==> config.mk <==
export PLATFORM = sky130hd
export DESIGN_NAME = burst_trap_decoder
export DESIGN_NICKNAME = d
export VERILOG_FILES = /design/src/rtl/burst_trap_decoder.sv
export SDC_FILE = /design/constraint.sdc
export NUM_CORES = 1
export LEC_CHECK = 0
export CAP_MARGIN = 20
export CORE_MARGIN = 2
export CORE_UTILIZATION = 54
export CTS_CLUSTER_DIAMETER = 40
export DETAILED_ROUTE_END_ITERATION = 8
export DONT_BUFFER_PORTS = 1
export PLACE_DENSITY_LB_ADDON = 0.2
export SLEW_MARGIN = 20
export SYNTH_ARGS = -nofsm -noshare
export SYNTH_HDL_FRONTEND = slang
export SYNTH_SLANG_ARGS = --single-unit
==> constraint.sdc <==
create_clock -name clk -period 2.8 [get_ports clk]
set_input_delay 0.56 -clock clk [delete_from_list [all_inputs] [get_ports clk]]
set_output_delay 0.56 -clock clk [all_outputs]
set_load 0.02 [all_outputs]
==> src/rtl/burst_trap_decoder.sv <==
// Sequential burst-trapping decoder for a systematic cyclic (N,K) code.
// Serial syndrome division, then N-cycle error trapping with cyclic rotation.
module burst_trap_decoder #(
    parameter int N = 15,
    parameter int K = 9,
    parameter int B = 3,
    parameter logic [N-K:0] G = 7'b1111001
) (
    input  logic           clk,
    input  logic           rst,
    input  logic           in_valid,
    output logic           in_ready,
    input  logic [N-1:0]   in_data,
    input  logic           correct_en,
    output logic           out_valid,
    input  logic           out_ready,
    output logic [K-1:0]   out_data,
    output logic [N-K-1:0] out_syndrome,
    output logic           out_corrected,
    output logic           out_uncorrectable
);
    localparam int R  = N - K;
    localparam int CW = $clog2(N);

    if (B > R / 2) begin : g_chk_b
        $error("burst_trap_decoder: B must not exceed R/2");
    end
    if (G[R] == 1'b0) begin : g_chk_g
        $error("burst_trap_decoder: G[R] must be 1");
    end
    if (K < 1) begin : g_chk_k
        $error("burst_trap_decoder: K must be at least 1");
    end

    typedef enum logic [1:0] {IDLE, SYND, TRAP, OUT} state_t;

    state_t          state;
    logic [N-1:0]    cw_q;
    logic [R-1:0]    s_q;
    logic [R-1:0]    syn_q;
    logic [CW-1:0]   cnt;
    logic            ce_q;
    logic            trapped_q;

    logic [N-1:0]    cw_sh;
    logic            fb;
    logic [R-1:0]    s_div;
    logic [R-1:0]    s_shift;
    logic            hit;
    logic            trap_any;
    logic            last;
    logic [N-1:0]    burst;
    logic [N-1:0]    cw_rot;
    logic [N-1:0]    cw_next;

    always_comb begin
        cw_sh    = cw_q << cnt;
        fb       = s_q[R-1] ^ cw_sh[N-1];
        s_div    = {s_q[R-2:0], 1'b0} ^ (fb ? G[R-1:0] : '0);
        s_shift  = {s_q[R-2:0], 1'b0} ^ (s_q[R-1] ? G[R-1:0] : '0);
        hit      = ce_q & (s_q != '0) & (s_q[R-1:B] == '0);
        trap_any = trapped_q | hit;
        last     = (cnt == CW'(N - 1));
        // The syndrome is premultiplied by x^R, so a trapped burst
        // sits at bit K of the rotated word rather than at bit 0.
        burst    = {{(N-B){1'b0}}, s_q[B-1:0]} << K;
        cw_rot   = hit ? (cw_q ^ burst) : cw_q;
        cw_next  = {cw_rot[N-2:0], cw_rot[N-1]};
    end

    always_ff @(posedge clk or posedge rst) begin
        if (rst) begin
            state             <= IDLE;
            in_ready          <= 1'b1;
            out_valid         <= 1'b0;
            out_data          <= '0;
            out_syndrome      <= '0;
            out_corrected     <= 1'b0;
            out_uncorrectable <= 1'b0;
            cw_q              <= '0;
            s_q               <= '0;
            syn_q             <= '0;
            cnt               <= '0;
            ce_q              <= 1'b0;
            trapped_q         <= 1'b0;
        end else begin
            unique case (state)
                IDLE: begin
                    if (in_valid) begin
                        cw_q      <= in_data;
                        ce_q      <= correct_en;
                        s_q       <= '0;
                        cnt       <= '0;
                        trapped_q <= 1'b0;
                        in_ready  <= 1'b0;
                        state     <= SYND;
                    end
                end
                SYND: begin
                    s_q <= s_div;
                    if (last) begin
                        syn_q <= s_div;
                        cnt   <= '0;
                        state <= TRAP;
                    end else begin
                        cnt <= cnt + 1'b1;
                    end
                end
                TRAP: begin
                    cw_q      <= cw_next;
                    s_q       <= hit ? '0 : s_shift;
                    trapped_q <= trap_any;
                    if (last) begin
                        cnt               <= '0;
                        out_valid         <= 1'b1;
                        out_data          <= cw_next[N-1:R];
                        out_syndrome      <= syn_q;
                        out_corrected     <= trap_any;
                        out_uncorrectable <= (syn_q != '0) & ~trap_any;
                        state             <= OUT;
                    end else begin
                        cnt <= cnt + 1'b1;
                    end
                end
                OUT: begin
                    if (out_ready) begin
                        out_valid <= 1'b0;
                        in_ready  <= 1'b1;
                        state     <= IDLE;
                    end
                end
                default: state <= IDLE;
            endcase
        end
    end
endmodule

After elaboration in Yosys (flattened, before gate mapping):

Cells that the tools add are included.

* output and inout bits: 19
* word-level logic and storage cells: 74
* register bits after elaboration: 54
* memories: 0
* memory bits (read-only): 0
* RAM bits: 0
* bits in latches: 0

* $add $sub $neg: 1
* reductions and logical operators: 19
* div/mod/pow operators: 0
* bitwise gates (word level): 9
* muxes and demuxes: 23
* shift-type cells: 1
* $lt $le $gt $ge: 0
* equal/unequal tests: 8
* multiply operators: 0

Operator list (number)
* 2-to-1 mux 15 bit: 2
* one-hot mux 15 bit (2 select lines): 1
* 2-to-1 mux 6 bit: 4
* one-hot mux 6 bit (3 select lines): 1
* left shift 15 x 4 -> 15 bit: 1
* XOR 15 x 12 -> 15 bit: 1
* AND reduction 2 bit: 6
* nonzero test 6 bit: 2
* XOR 6 bit: 2
* 2-to-1 mux 2 bit: 4
* 2-to-1 mux 4 bit: 2
* != test 2 bit, second input constant: 4
* one-hot mux 2 bit (4 select lines): 1
* one-hot mux 4 bit (2 select lines): 1
* nonzero test 2 bit: 4
* one-hot mux 1 bit (2 select lines): 3
* AND reduction 3 bit: 2
* adder 4 x 1 -> 4 bit, second input constant: 1
* == test 2 bit, second input constant: 2
* == test 4 bit, second input constant: 1
* 2-to-1 mux 1 bit: 4
* AND reduction 4 bit: 1
* bitwise AND 1 bit: 3
* zero test 3 bit: 1
* 7 further kinds: 7

Depth between registers and ports, before layout:

* word-level depth: 6
* depth in mapped cells: 10

Least setup slack after synthesis:

OpenSTA, ideal clock, no wires.

* kind: reg-to-reg
* from: reg s_q[5]
* to: reg s_q[1]
* required time: 2.734 ns
* arrival time: 2.000 ns
* clock period less this slack: 2.066 ns
* slack: 0.734 ns
* cell stages (with the launch flop): 9
* path through: dfrtp_1 buf_2 inv_1 ha_1 inv_1 o41ai_1 a21oi_1 nor3b_1 a22o_1

* cells in the longest elaborated chain, start to end: 5
* elaborated cells between the ends (all ways): 6

RTL lines
* start: declaration: line 39 `logic [R-1:0] s_q;`
* start signal: assignment: line 100 `s_q <= s_div;`
* start signal: assignment: line 111 `s_q <= hit ? '0 : s_shift;`
* nonzero test 6 bit: line 61 `hit = ce_q & (s_q != '0) & (s_q[R-1:B] == '0);`
* bitwise AND 1 bit: line 61
* bitwise AND 1 bit (*): line 61
* 2-to-1 mux 6 bit (*): line 111
* one-hot mux 6 bit (3 select lines) (*): line 87 `unique case (state)`

Mark *: on every way between the ends. The rest lies on a longest branch, timed or not.
A chain may end at the register's enable or synchronous reset.

Final worst setup path:

* from: reg cnt[0]
* to: reg out_syndrome[0]

* cells in the longest elaborated chain, start to end: 2

RTL lines
* start: declaration: line 41 `logic [CW-1:0] cnt;`
* start signal: assignment: line 106 `cnt <= cnt + 1'b1;`
* start signal: assignment: line 122 `cnt <= cnt + 1'b1;`
* == test 4 bit: line 63 `last = (cnt == CW'(N - 1));`
* AND reduction 2 bit (no line)
* end signal: assignment: line 117 `out_syndrome <= syn_q;`
* end: declaration: line 18 `output logic [N-K-1:0] out_syndrome,`

No other way between the ends.

==> flow_metrics.env <==
export IMPL_p_per_area_nw_per_um2=1030
export IMPL_totalWireLength_mm=5.67
export IMPL_synth_top_cell_area_share=0.462
export IMPL_synth_edf_count=0
export IMPL_synthFlopType="dfrtp_1"
export IMPL_ios=39
export IMPL_cp_start_kind="register"
export IMPL_rrSetupSlack_ns=0.59
export IMPL_power_switching_mw=1.31
export IMPL_required_ns=2.99
export IMPL_synth_area_leaders="dfrtp_1 (46%), mux2_2 (6.3%), mux2i_1 (5.9%)"
export IMPL_synthAdderAreaFrac=0.0349
export IMPL_synth_avg_cell_area_sq_um=10.5
export IMPL_synth_area_sq_um=2870
export IMPL_synth_compound_area_frac=0.141
export IMPL_async_reset_ff_frac=1.00
export IMPL_grt_pass1_wl_mm=9.97
export IMPL_placementRows=26
export IMPL_synthCells=273
export IMPL_drcViolationCount=0
export IMPL_start_util=0.561
export IMPL_viasPerCell=5.86
export IMPL_ys_seq_area_frac=0.472
export IMPL_drive_gt1_frac=0.164
export IMPL_clockPowerShare=0.137
export IMPL_yosys_warnings=0
export IMPL_hold_class="in -> async"
export IMPL_core_area_sq_um=5110
export IMPL_fin_crit_sh=0.790
export IMPL_relSlewSlack=0.487
export IMPL_grt_pass1_vias=2019
export IMPL_hpwl_mm=4.07
export IMPL_die_y_um=76.9
export IMPL_finalMaxSlewViolations=0
export IMPL_synth_distinct_cells=46
export IMPL_place_area_sq_um=2930
export IMPL_path_clk_slew_ns=0.10
export IMPL_power_frac_comb=0.468
export IMPL_drt_initial_drc_count=102
export IMPL_setup_tns_ns=0
export IMPL_r2r_end="out_syndrome[0]"
export IMPL_swShare=0.424
export IMPL_r2r_start="cnt[0]"
export IMPL_antenna_cells=0
export IMPL_cts_buffers=5
export IMPL_p_seq_frac=0.396
export IMPL_grt_max_degree=34
export IMPL_startpoint="cnt[0]"
export IMPL_globalRouteOverflowTotal=0
export IMPL_synthXorXnorAreaFrac=0.0366
export IMPL_antenna_found_initial=0
export IMPL_synth_top_family_by_area="multiplexers"
export IMPL_rsz0062_at_grt="false"
export IMPL_fmaxAchievable_mhz=452
export IMPL_syn_to_final_growth_pct=5.06
export IMPL_io_buffers=0
export IMPL_yosys_area_top_type="dfrtp_1"
export IMPL_grtUsageTotal=0.211
export IMPL_htreeDepth=2
export IMPL_postCtsSetupBuffers=0
export IMPL_tightest_slew_ns=0.767
export IMPL_clk_latency_ns=0.31
export IMPL_whs_ns=0.232
export IMPL_p_int_mw=1.78
export IMPL_synth_seq_cells=54
export IMPL_cts_hold_buf=0
export IMPL_via_count=1985
export IMPL_postRouteAntennaNets=0
export IMPL_clock_root_buffer="clkbuf_8"
export IMPL_setup_viol=0
export IMPL_critPathArrivalTime_ns=2.40
export IMPL_synthSimpleGateAreaFrac=0.115
export IMPL_layout_nets=297
export IMPL_post_cts_resized=0
export IMPL_clockBufferDepth=2
export IMPL_die_w_um=76.9
export IMPL_postLayoutCoreUtil=0.590
export IMPL_power_mw=3.09
export IMPL_reg2reg_depth=5
export IMPL_cts_sinks=54
export IMPL_crit_type="reg -> reg"
export IMPL_cts_tree="built"
export IMPL_first_pass_iters=4
export IMPL_leakage_nw=1.36
export IMPL_drv_cap=0
export IMPL_gp_congestion=0.860
export IMPL_skew_ns=0.0116
export IMPL_synthMuxAreaShare=0.159
export IMPL_final_area_sq_um=3010
export IMPL_period_minus_slack_ns=2.21
export IMPL_hold_viol=0
export IMPL_wl_per_cell_um=16.7
export IMPL_path_max_fanout=18
export IMPL_die_area_sq_um=5910
export IMPL_syn_nets=301
export IMPL_endpoint_kind="register"
export IMPL_outcome="finished, final reports clean"
export IMPL_worst_ir_drop_vdd_mv=0.627
routing by layer:
| layer | share of wire | up-vias | global-route usage | wire [um] |
|---|---|---|---|---|
| met4 | 0.020 | 0 | 0.0800 | 112 |
| met5 | 0 | - | 0 | 0 |
| met2 | 0.45 | 42 | 0.312 | 2540 |
| li1 | - | 956 | - | - |
| met3 | 0.040 | 11 | 0.0388 | 228 |
| met1 | 0.49 | 976 | 0.308 | 2790 |
power by group through the flow:
| stage | Combinational, mW | Sequential (mW) | Clock [mW] |
|---|---|---|---|
| floorplan | 1.23 | 1.14 | 0 |
| global placement | 1.42 | 1.23 | 0 |
| detailed placement | 1.44 | 1.24 | 0 |
| CTS | 1.45 | 1.22 | 0.437 |
| global route | 1.63 | 1.26 | 0.468 |
| finish | 1.44 | 1.22 | 0.423 |
cells by family (layout without fill, tap and decap cells):
family,Yosys count,count (layout)
adder cells (fa/ha/maj),8,8
XOR/XNOR,12,12
buffers and inverters,28,24
multiplexers,38,38
flip-flops,54,54
AO/OA/AOI/OAI,65,65
AND/OR/NAND/NOR,68,68
synthesized netlist by cell type, types with 4 or more instances:
cell	count
dfrtp_1	53
nand2_1	41
o21ai_0	32
mux2i_1	17
mux2_2	16
clkbuf_1	11
a21oi_1	10
inv_1	10
ha_1	8
nand3_1	7
xnor2_1	6
xor2_1	6
a22o_1	5
buf_2	4
nor2_1	4
nor3_1	4
layout make-up:
class	instances	area [sq um]
inverters	10	37.5
clock buffers	5	68.8
multi-input cells	191	1400
clock inverters	2	13.8
well taps	70	87.6
repair buffers	7	52.6
fillers	460	2090
flip-flops and latches	54	1350
state kept, by name, summed over array words and instances (netlist names):
name and cells:
trapped_q 1, out_uncorrectable 1, syn_q 6, state 2, cnt 4, out_data 9
in_ready 1, cw_q 15, out_corrected 1, out_syndrome 6, ce_q 1, out_valid 1
s_q 6
worst max-delay path, cell delays in order, from the launching register on:
cell and delay, ns:
dfrtp_1 0.49, inv_1 0.12, ha_1 0.23, and3_1 0.25, nand2_1 0.60, mux2_2 0.41
worst max path at each step:
| stage | cells past startpoint | slack, ns | end |
|---|---|---|---|
| after floorplan | 8 | 0.73 | s_q[1] |
| after global placement | 8 | 0.65 | s_q[5] |
| after detailed placement | 5 | 0.62 | out_data[2] |
| after CTS | 5 | 0.60 | out_syndrome[0] |
| after global routing | 8 | 0.37 | s_q[1] |
| final | 5 | 0.59 | out_syndrome[0] |
layout by cell type (no fill, tap or decap), drive strengths merged, types with 3 or more instances in the layout:
cell,n
a21oi,10
a22o,5
buf,7
clkbuf,5
dfrtp,53
ha,8
inv,11
mux2,17
mux2i,18
mux4,3
nand2,41
nand3,7
nor2,5
nor3,4
nor4,3
o21ai,32
o22ai,3
xnor2,6
xor2,6
metrics by stage:
| stage | std cells | setup slack [ns] |
|---|---|---|
| floorplan | 273 | 0.734 |
| global placement | 332 | 0.653 |
| detailed placement | 332 | 0.617 |
| CTS | 339 | 0.595 |
| global route | 339 | 0.370 |
| finish | 339 | 0.589 |
No activity file was read; power rests on OpenSTA's default activity.
